$ cat src/rtl/ro_adder_tree_pipe_if.sv
// Purpose: bundles the sample-in / tree-out / window-out signals of ro_adder_tree_pipe.
// Latency: none (wires only).
// Backpressure: none; the producer may present a sample every cycle.
// Ports: in_flat/in_valid/acc_len/acc_clear (producer -> tree), tree_sum/tree_valid,
//        acc_sum/acc_valid/acc_busy (tree -> consumer). ch_mask exists only when
//        RO_TREE_CH_MASK_EN is defined.
interface ro_adder_tree_pipe_if #(
    parameter int NUM_IN  = 16,
    parameter int IN_W    = 32,
    parameter int ACC_EXT = 8
);
    localparam int LVL   = $clog2(NUM_IN);
    localparam int OUT_W = IN_W + LVL;
    localparam int ACC_W = OUT_W + ACC_EXT;

    logic [NUM_IN*IN_W-1:0] in_flat;
    logic                   in_valid;
    logic [ACC_EXT-1:0]     acc_len;
    logic                   acc_clear;
`ifdef RO_TREE_CH_MASK_EN
    logic [NUM_IN-1:0]      ch_mask;
`endif
    logic [OUT_W-1:0]       tree_sum;
    logic                   tree_valid;
    logic [ACC_W-1:0]       acc_sum;
    logic                   acc_valid;
    logic                   acc_busy;

    modport master (
`ifdef RO_TREE_CH_MASK_EN
        output ch_mask,
`endif
        output in_flat, in_valid, acc_len, acc_clear,
        input  tree_sum, tree_valid, acc_sum, acc_valid, acc_busy
    );

    modport slave (
`ifdef RO_TREE_CH_MASK_EN
        input  ch_mask,
`endif
        input  in_flat, in_valid, acc_len, acc_clear,
        output tree_sum, tree_valid, acc_sum, acc_valid, acc_busy
    );
endinterface

$ cat src/rtl/ro_adder_tree_pipe.sv
// Purpose: pipelined adder tree over NUM_IN ring-oscillator counts plus a window accumulator.
// Latency: tree_sum LVL cycles after in_flat; acc_sum one cycle after the closing tree_valid.
// Backpressure: none; one sample per cycle, never stalls.
// Ports: clk, rst_n (synchronous, active-low), bus (ro_adder_tree_pipe_if.slave).
// Optional: define RO_TREE_CH_MASK_EN to add bus.ch_mask, zeroing channels before level 1.
module ro_adder_tree_pipe #(
    parameter int NUM_IN  = 16,
    parameter int IN_W    = 32,
    parameter int ACC_EXT = 8
) (
    input  logic                  clk,
    input  logic                  rst_n,
    ro_adder_tree_pipe_if.slave   bus
);
    localparam int LVL   = $clog2(NUM_IN);
    localparam int OUT_W = IN_W + LVL;
    localparam int ACC_W = OUT_W + ACC_EXT;

    // Level j holds NUM_IN>>j partial sums of IN_W+j bits, packed flat.
    // Level 0 is the (optionally masked) input itself, not a register.
    for (genvar j = 0; j <= LVL; j++) begin : g_lvl
        localparam int N = NUM_IN >> j;
        localparam int W = IN_W + j;

        logic [N*W-1:0] dat;
        logic           vld;

        if (j == 0) begin : g_src
`ifdef RO_TREE_CH_MASK_EN
            // Masking here means the mask is captured with the sample it applies to.
            for (genvar k = 0; k < NUM_IN; k++) begin : g_ch
                assign dat[k*IN_W +: IN_W] = bus.in_flat[k*IN_W +: IN_W] & {IN_W{bus.ch_mask[k]}};
            end
`else
            assign dat = bus.in_flat;
`endif
            assign vld = bus.in_valid;
        end else begin : g_add
            localparam int PW = W - 1;
            // Data loads every cycle; only vld qualifies it downstream.
            always_ff @(posedge clk) begin
                if (!rst_n) begin
                    dat <= '0;
                    vld <= 1'b0;
                end else begin
                    vld <= g_lvl[j-1].vld;
                    for (int k = 0; k < N; k++) begin
                        dat[k*W +: W] <= {1'b0, g_lvl[j-1].dat[(2*k)*PW +: PW]}
                                       + {1'b0, g_lvl[j-1].dat[(2*k+1)*PW +: PW]};
                    end
                end
            end
        end
    end

    assign bus.tree_sum   = g_lvl[LVL].dat;
    assign bus.tree_valid = g_lvl[LVL].vld;

    typedef enum logic {S_IDLE, S_ACCUM} state_t;

    localparam logic [ACC_EXT-1:0] ONE = {{(ACC_EXT-1){1'b0}}, 1'b1};

    state_t             state;
    logic [ACC_EXT-1:0] count;
    logic [ACC_EXT-1:0] eff_len;
    logic [ACC_W-1:0]   acc;
    logic [ACC_W-1:0]   acc_sum_q;
    logic               acc_valid_q;

    logic [ACC_W-1:0]   tree_ext;
    logic [ACC_W-1:0]   acc_next;
    logic [ACC_EXT-1:0] count_inc;
    logic [ACC_EXT-1:0] len_now;

    assign tree_ext  = {{ACC_EXT{1'b0}}, bus.tree_sum};
    assign acc_next  = acc + tree_ext;
    assign count_inc = count + ONE;
    // A length of 0 is treated as 1 so every sample closes its own window.
    assign len_now   = (bus.acc_len == '0) ? ONE : bus.acc_len;

    always_ff @(posedge clk) begin
        if (!rst_n) begin
            state       <= S_IDLE;
            count       <= '0;
            eff_len     <= '0;
            acc         <= '0;
            acc_sum_q   <= '0;
            acc_valid_q <= 1'b0;
        end else begin
            acc_valid_q <= 1'b0;
            if (bus.acc_clear) begin
                // Abort wins over a coincident sample, which is dropped.
                state <= S_IDLE;
                count <= '0;
            end else if (bus.tree_valid) begin
                case (state)
                    S_IDLE: begin
                        eff_len <= len_now;
                        acc     <= tree_ext;
                        if (len_now == ONE) begin
                            acc_sum_q   <= tree_ext;
                            acc_valid_q <= 1'b1;
                        end else begin
                            count <= ONE;
                            state <= S_ACCUM;
                        end
                    end
                    S_ACCUM: begin
                        if (count_inc == eff_len) begin
                            acc_sum_q   <= acc_next;
                            acc_valid_q <= 1'b1;
                            count       <= '0;
                            state       <= S_IDLE;
                        end else begin
                            acc   <= acc_next;
                            count <= count_inc;
                        end
                    end
                    default: state <= S_IDLE;
                endcase
            end
        end
    end

    assign bus.acc_sum   = acc_sum_q;
    assign bus.acc_valid = acc_valid_q;
    assign bus.acc_busy  = (count != '0);
endmodule
$ cat src/flat_wrapper.sv
// flat-port wrapper written by rule: the top's interface ports become plain ports
module ro_adder_tree_pipe_flat 
#(
    parameter int NUM_IN  = 16,
    parameter int IN_W    = 32,
    parameter int ACC_EXT = 8
)
  (clk, rst_n, bus_in_flat, bus_in_valid, bus_acc_len, bus_acc_clear, bus_tree_sum, bus_tree_valid, bus_acc_sum, bus_acc_valid, bus_acc_busy);
  ro_adder_tree_pipe_if #(.NUM_IN(NUM_IN), .IN_W(IN_W), .ACC_EXT(ACC_EXT)) bus_i ();
  input  logic clk;
  input  logic rst_n;
  input wire logic [$bits(bus_i.in_flat)-1:0] bus_in_flat;
  input wire logic [$bits(bus_i.in_valid)-1:0] bus_in_valid;
  input wire logic [$bits(bus_i.acc_len)-1:0] bus_acc_len;
  input wire logic [$bits(bus_i.acc_clear)-1:0] bus_acc_clear;
  output wire logic [$bits(bus_i.tree_sum)-1:0] bus_tree_sum;
  output wire logic [$bits(bus_i.tree_valid)-1:0] bus_tree_valid;
  output wire logic [$bits(bus_i.acc_sum)-1:0] bus_acc_sum;
  output wire logic [$bits(bus_i.acc_valid)-1:0] bus_acc_valid;
  output wire logic [$bits(bus_i.acc_busy)-1:0] bus_acc_busy;
  assign bus_i.in_flat = bus_in_flat;
  assign bus_i.in_valid = bus_in_valid;
  assign bus_i.acc_len = bus_acc_len;
  assign bus_i.acc_clear = bus_acc_clear;
  assign bus_tree_sum = bus_i.tree_sum;
  assign bus_tree_valid = bus_i.tree_valid;
  assign bus_acc_sum = bus_i.acc_sum;
  assign bus_acc_valid = bus_i.acc_valid;
  assign bus_acc_busy = bus_i.acc_busy;
  ro_adder_tree_pipe #(.NUM_IN(NUM_IN), .IN_W(IN_W), .ACC_EXT(ACC_EXT)) u_core (.clk(clk), .rst_n(rst_n), .bus(bus_i));
endmodule
$ cat config.mk
export PLATFORM = sky130hd
export DESIGN_NAME = ro_adder_tree_pipe_flat
export DESIGN_NICKNAME = d
export VERILOG_FILES = /design/src/rtl/ro_adder_tree_pipe_if.sv /design/src/rtl/ro_adder_tree_pipe.sv /design/src/flat_wrapper.sv
export SDC_FILE = /design/constraint.sdc
export NUM_CORES = 2
export LEC_CHECK = 0
export CAP_MARGIN = 20
export CORE_MARGIN = 3
export CORE_UTILIZATION = 55
export DETAILED_ROUTE_END_ITERATION = 12
export PLACE_DENSITY_LB_ADDON = 0.25
export SYNTH_ARGS = -nofsm -noshare
export SYNTH_HDL_FRONTEND = slang
export SYNTH_SLANG_ARGS = --single-unit
$ cat constraint.sdc
create_clock -name clk -period 6.6 [get_ports clk]
set_clock_uncertainty 0.1 [all_clocks]
set_input_delay 1.32 -clock clk [delete_from_list [all_inputs] [get_ports clk]]
set_output_delay 1.32 -clock clk [all_outputs]
set_load 0.02 [all_outputs]
* Word-level counts from Yosys, hierarchy flattened *
Cells that the tools add are included.
W data, S select, Z words.

word-level totals
  bits in registers = 616
  output and inout bits = 83
  word-level logic and storage cells = 64

cells by class
  add/sub/neg operators = 17
  equal/unequal tests = 6
  multiplexer cells = 15
  bitwise gates (word level) = 4
  reductions and logical operators = 8

operators by type and width
  kind                   number
  $add A32 B32 Y33       8
  $pmux W44 S2           2
  $add A33 B33 Y34       4
  $mux W44               3
  $add A34 B34 Y35       2
  $add A44 B36 Y44       1
  $add A35 B35 Y36       1
  $mux W8                3
  $pmux W8 S2            1
  $add A8 B1 Y8 const B  1
  $eq A8 B1 Y1 const B   1
  $eq A8 B8 Y1           1
  $logic_not A8 Y1       1
  $reduce_bool A8 Y1     1
  $ne A2 B2 Y1 const B   3
  $reduce_and A3 Y1      2
  $mux W1                4
  $not A1 Y1             4
  $pmux W1 S2            2
  $reduce_and A4 Y1      1
  $reduce_or A3 Y1       1
  $ne A2 B1 Y1 const B   1
  $reduce_and A2 Y1      1
  $reduce_or A2 Y1       1

* Longest topological paths before layout *
  word-level depth = 5
  depth in mapped cells = 14
  gate-level depth less buffers = 13

* Worst setup path after synthesis *
Ideal clock, no wire load.

  path type = in2reg
  start = input port bus_in_flat[448]
  end = register u_core.g_lvl[1].dat[261]
  library setup time = 0.128 ns
  arrival = 4.018 ns
  required time = 6.372 ns
  setup slack = 2.354 ns
  stages = 12
  buffers on the path = 0
  cell sequence = ha_1 -> fa_1 -> a211oi_1 -> o21bai_1 -> a21o_1 -> o211a_1 -> o221a_1 -> a31o_1 -> o41a_1 -> a221oi_2 -> xnor2_1 -> nor2_1

between the ends
  word-level cells in the longest chain between the ends = 1

ends and longest elaborated chain
  element                        line                      source
  start, declared                flat_wrapper.sv:12        input wire logic [$bits(bus_i.in_flat)-1:0] bus_in_flat;
  $add A32 B32 Y33               ro_adder_tree_pipe.sv:49  + {1'b0, g_lvl[j-1].dat[(2*k+1)*PW +: PW]};
  end signal, assigned by index  ro_adder_tree_pipe.sv:48  dat[k*W +: W] <= {1'b0, g_lvl[j-1].dat[(2*k)*PW +: PW]}
  end, declared                  ro_adder_tree_pipe.sv:25  logic [N*W-1:0] dat;

Every way passes these cells.
A chain may end at the register's enable or synchronous reset.

* Worst setup path after layout *
  start = input port bus_in_flat[160]
  end = register u_core.g_lvl[1].dat[96]

The elaborated chain is that of the path after synthesis.

==> metrics <==
crit-path cells=clkdlybuf4s50_1, ha_1, fa_1, a21o_1, a21oi_1, o21ai_0, a31o_2, a21o_1, a2111oi_1, a211o_1, nand2b_1, a211oi_1, nor3_1; Syn Nets=6157; first-pass GRT wire length=189 mm; highest routed layer=met4; Die Ht=283 microns; static leakage=22.9 nW; top_reg_cell synth=dfxtp_1; WL met2=56.2 mm; Netlist cell types=78; Worst Setup End Kind=register; Post-CTS Setup Inserts=0; H-tree depth=3; Total Power=13.4 mW; period utilization=73.9%; CP required=6.94 ns; type of origin of the critical path=primary input; Ys Warns=0; WL per Instance=17.6 microns; Critical Setup Path Class=primary input to register; vias in the first global route=37200; max-cap check violation count=0; cts repair resizes=0; met3 wire length=5.71 mm; CTS tree=built; reg2reg path depth=13; Reg power frac=35.0%; die area=80300 sq um; GRT Total Usage=28.2%; Iter 0 DRT Violations=2386; post-synthesis sequential area ratio=29.1%; # setup viols final=0; fin area=51300 sq um; hold-fix buffers at CTS=0; Worst Hold Depth=1; Pre-antenna DRT Iters=6; syn_area_per_cell=8.32 sq um; clock group share of total power=27.1%; number of nets in the final layout=6688; total gr overflow=0; endpoints failing hold=0; via count=38800; met1 WL=53.9 mm; num ports=607; post-synth top area share=29.1%; largest net degree at the start of global routing=133; Slowest-stage cell, CP=a2111oi_1; Combinational Power Share=37.9%; fillcell total=6471; Clock Latency Late Sink=0.59 ns; Peak Freq=0.205 GHz; share of layout cells above drive strength 1=2.84%; CTS Buffer Depth=3; Critical Path Max Stage Delay=0.81 ns; gpl congestion=0.942; Yosys top cell by area=dfxtp_1; Most common cell on crit path=a21o_1; Synth async-reset ratio=0%; Max-slew headroom=32.3%; most instantiated cells after synthesis=670 x nor2_1, 616 x dfxtp_1, 529 x ha_1, 447 x a21oi_1, 285 x a21o_1; Ant. Diodes=0; outcome=finished clean; Final HPWL DP=94.6 mm; Worst-path clk slew=0.06 ns; worst min-delay path class=register to register; Synth Cell Area=42300 sq um; crit path DAT=5.22 ns; PortBufs=606; Seq cells post-synth=616; routed wire length=118 mm; Post-synth EDFFs=0; power per cell area=261 nW/um^2; core area=76100 sq um; RSZ-0062 raised after global routing=no; Slew Limit Fails=0; Setup TNS Final=0 ns; Final ANT Viol Nets=0; Switching Share=35.0%; NetSw=4.69 mW; Pint=8.72 mW; Cells after Synth=5088; CTS root buffer=clkbuf_16; Cell Rows=101; vias per cell=5.80; slew of the pin with the lowest slew margin=0.990 ns; min Tclk post-route=4.88 ns; count leader, synth=nor2_1; TritonCTS Buffers=67; initial cell density of the core=55.6%; crit path max fanout=5; top cells by area, synth=dfxtp_1 29%, ha_1 16%, nor2_1 5.9%; placed instance area=49200 sq um; maximum VDD drop=175 uV; Chip Width=283 microns; initial antenna violation count=2; DRC viols=0; clock tree sinks=616; Layout area overhead=21.3%
==> layout by cell type (no fill, tap or decap), types with 112 or more instances in the layout <==
master           count
clkdlybuf4s50_1    605
nand2_1            255
nor3_1             112
xnor2_1            225
a21o_1             285
xor2_1             184
ha_1               529
o21ai_0            284
dfxtp_1            615
nor2_1             669
a21oi_1            446
inv_1              128
==> layer usage <==
metal,global-route usage (%),up-vias
met5,0,-
met4,6.28,0
met3,3.44,167
met2,49.1,1067
met1,37.4,18000
li1,-,19500
==> cell type report <==
class                      count  area, sq um  area share [%]
timing repair buffer         618         6170            12.0
multi-input combinational   4186        28900            56.3
inverter                     130          495           0.965
clock buffer                  93         1890            3.68
clock inverter                21          235           0.458
tap                         1030         1290            2.51
sequential                   616        12300            24.0
==> state kept, by name, summed over array words and instances (netlist names) <==
signal and flops:
u_core.bus.tree_valid 1, u_core.g_lvl.dat 470, u_core.acc 44, u_core.eff_len 8, u_core.count 8, u_core.bus.acc_sum 44, u_core.g_lvl.vld 3, u_core.bus.acc_valid 1
u_core.bus.tree_sum 36, u_core.state 1
==> power by group through the flow <==
stage,logic [mW],registers [mW],clock network (mW)
detailed placement,5.00,4.76,0
CTS,5.04,4.69,3.71
global route,5.64,4.74,3.86
floorplan,3.50,4.66,0
finish,5.08,4.70,3.64
global placement,4.93,4.76,0
==> per-stage QoR <==
step                utilization (%)  std cells  hold WS, ns  setup slack, ns
detailed placement             64.7       6580        0.319             1.24
global placement               64.7       6580        0.315             1.31
floorplan                         -       5088        0.312             2.35
global route                   67.5       6694        0.339             1.50
finish                         67.5       6694        0.330             1.72
CTS                            67.5       6694        0.333             1.88
==> path summary, 6_finish.rpt <==
| check | startpoint | end | slack [ns] |
|---|---|---|---|
| min reg2reg | u_core.g_lvl[1].vld | u_core.g_lvl[2].vld | 0.33 |
| min | u_core.g_lvl[1].vld | u_core.g_lvl[2].vld | 0.33 |
| max | bus_in_flat[160] | u_core.g_lvl[1].dat[96] | 1.72 |
| max reg2reg | u_core.g_lvl[3].dat[35] | u_core.bus.tree_sum[32] | 2.48 |
==> worst max-delay path: cells and delay by family <==
| kind | cells | cell delay, ns |
|---|---|---|
| compound gates | 8 | 2.60 |
| fa+ha+maj | 2 | 0.67 |
| buf+inv | 1 | 0.50 |
| simple gates | 2 | 0.14 |
==> cell families (layout without fill, tap and decap cells) <==
kind of cell             count (synthesis)  count (layout)  share of synthesized area (%)
buffers and inverters                  286             862                           2.58
flip-flops                             616             616                           29.1
adder cells (fa/ha/maj)                545             545                           16.4
AO/OA/AOI/OAI                         1576            1576                           24.2
AND/OR/NAND/NOR                       1606            1606                           18.0
multiplexers                            50              50                           1.20
XOR/XNOR                               409             409                           8.46
No activity file was read; power rests on OpenSTA's default activity.
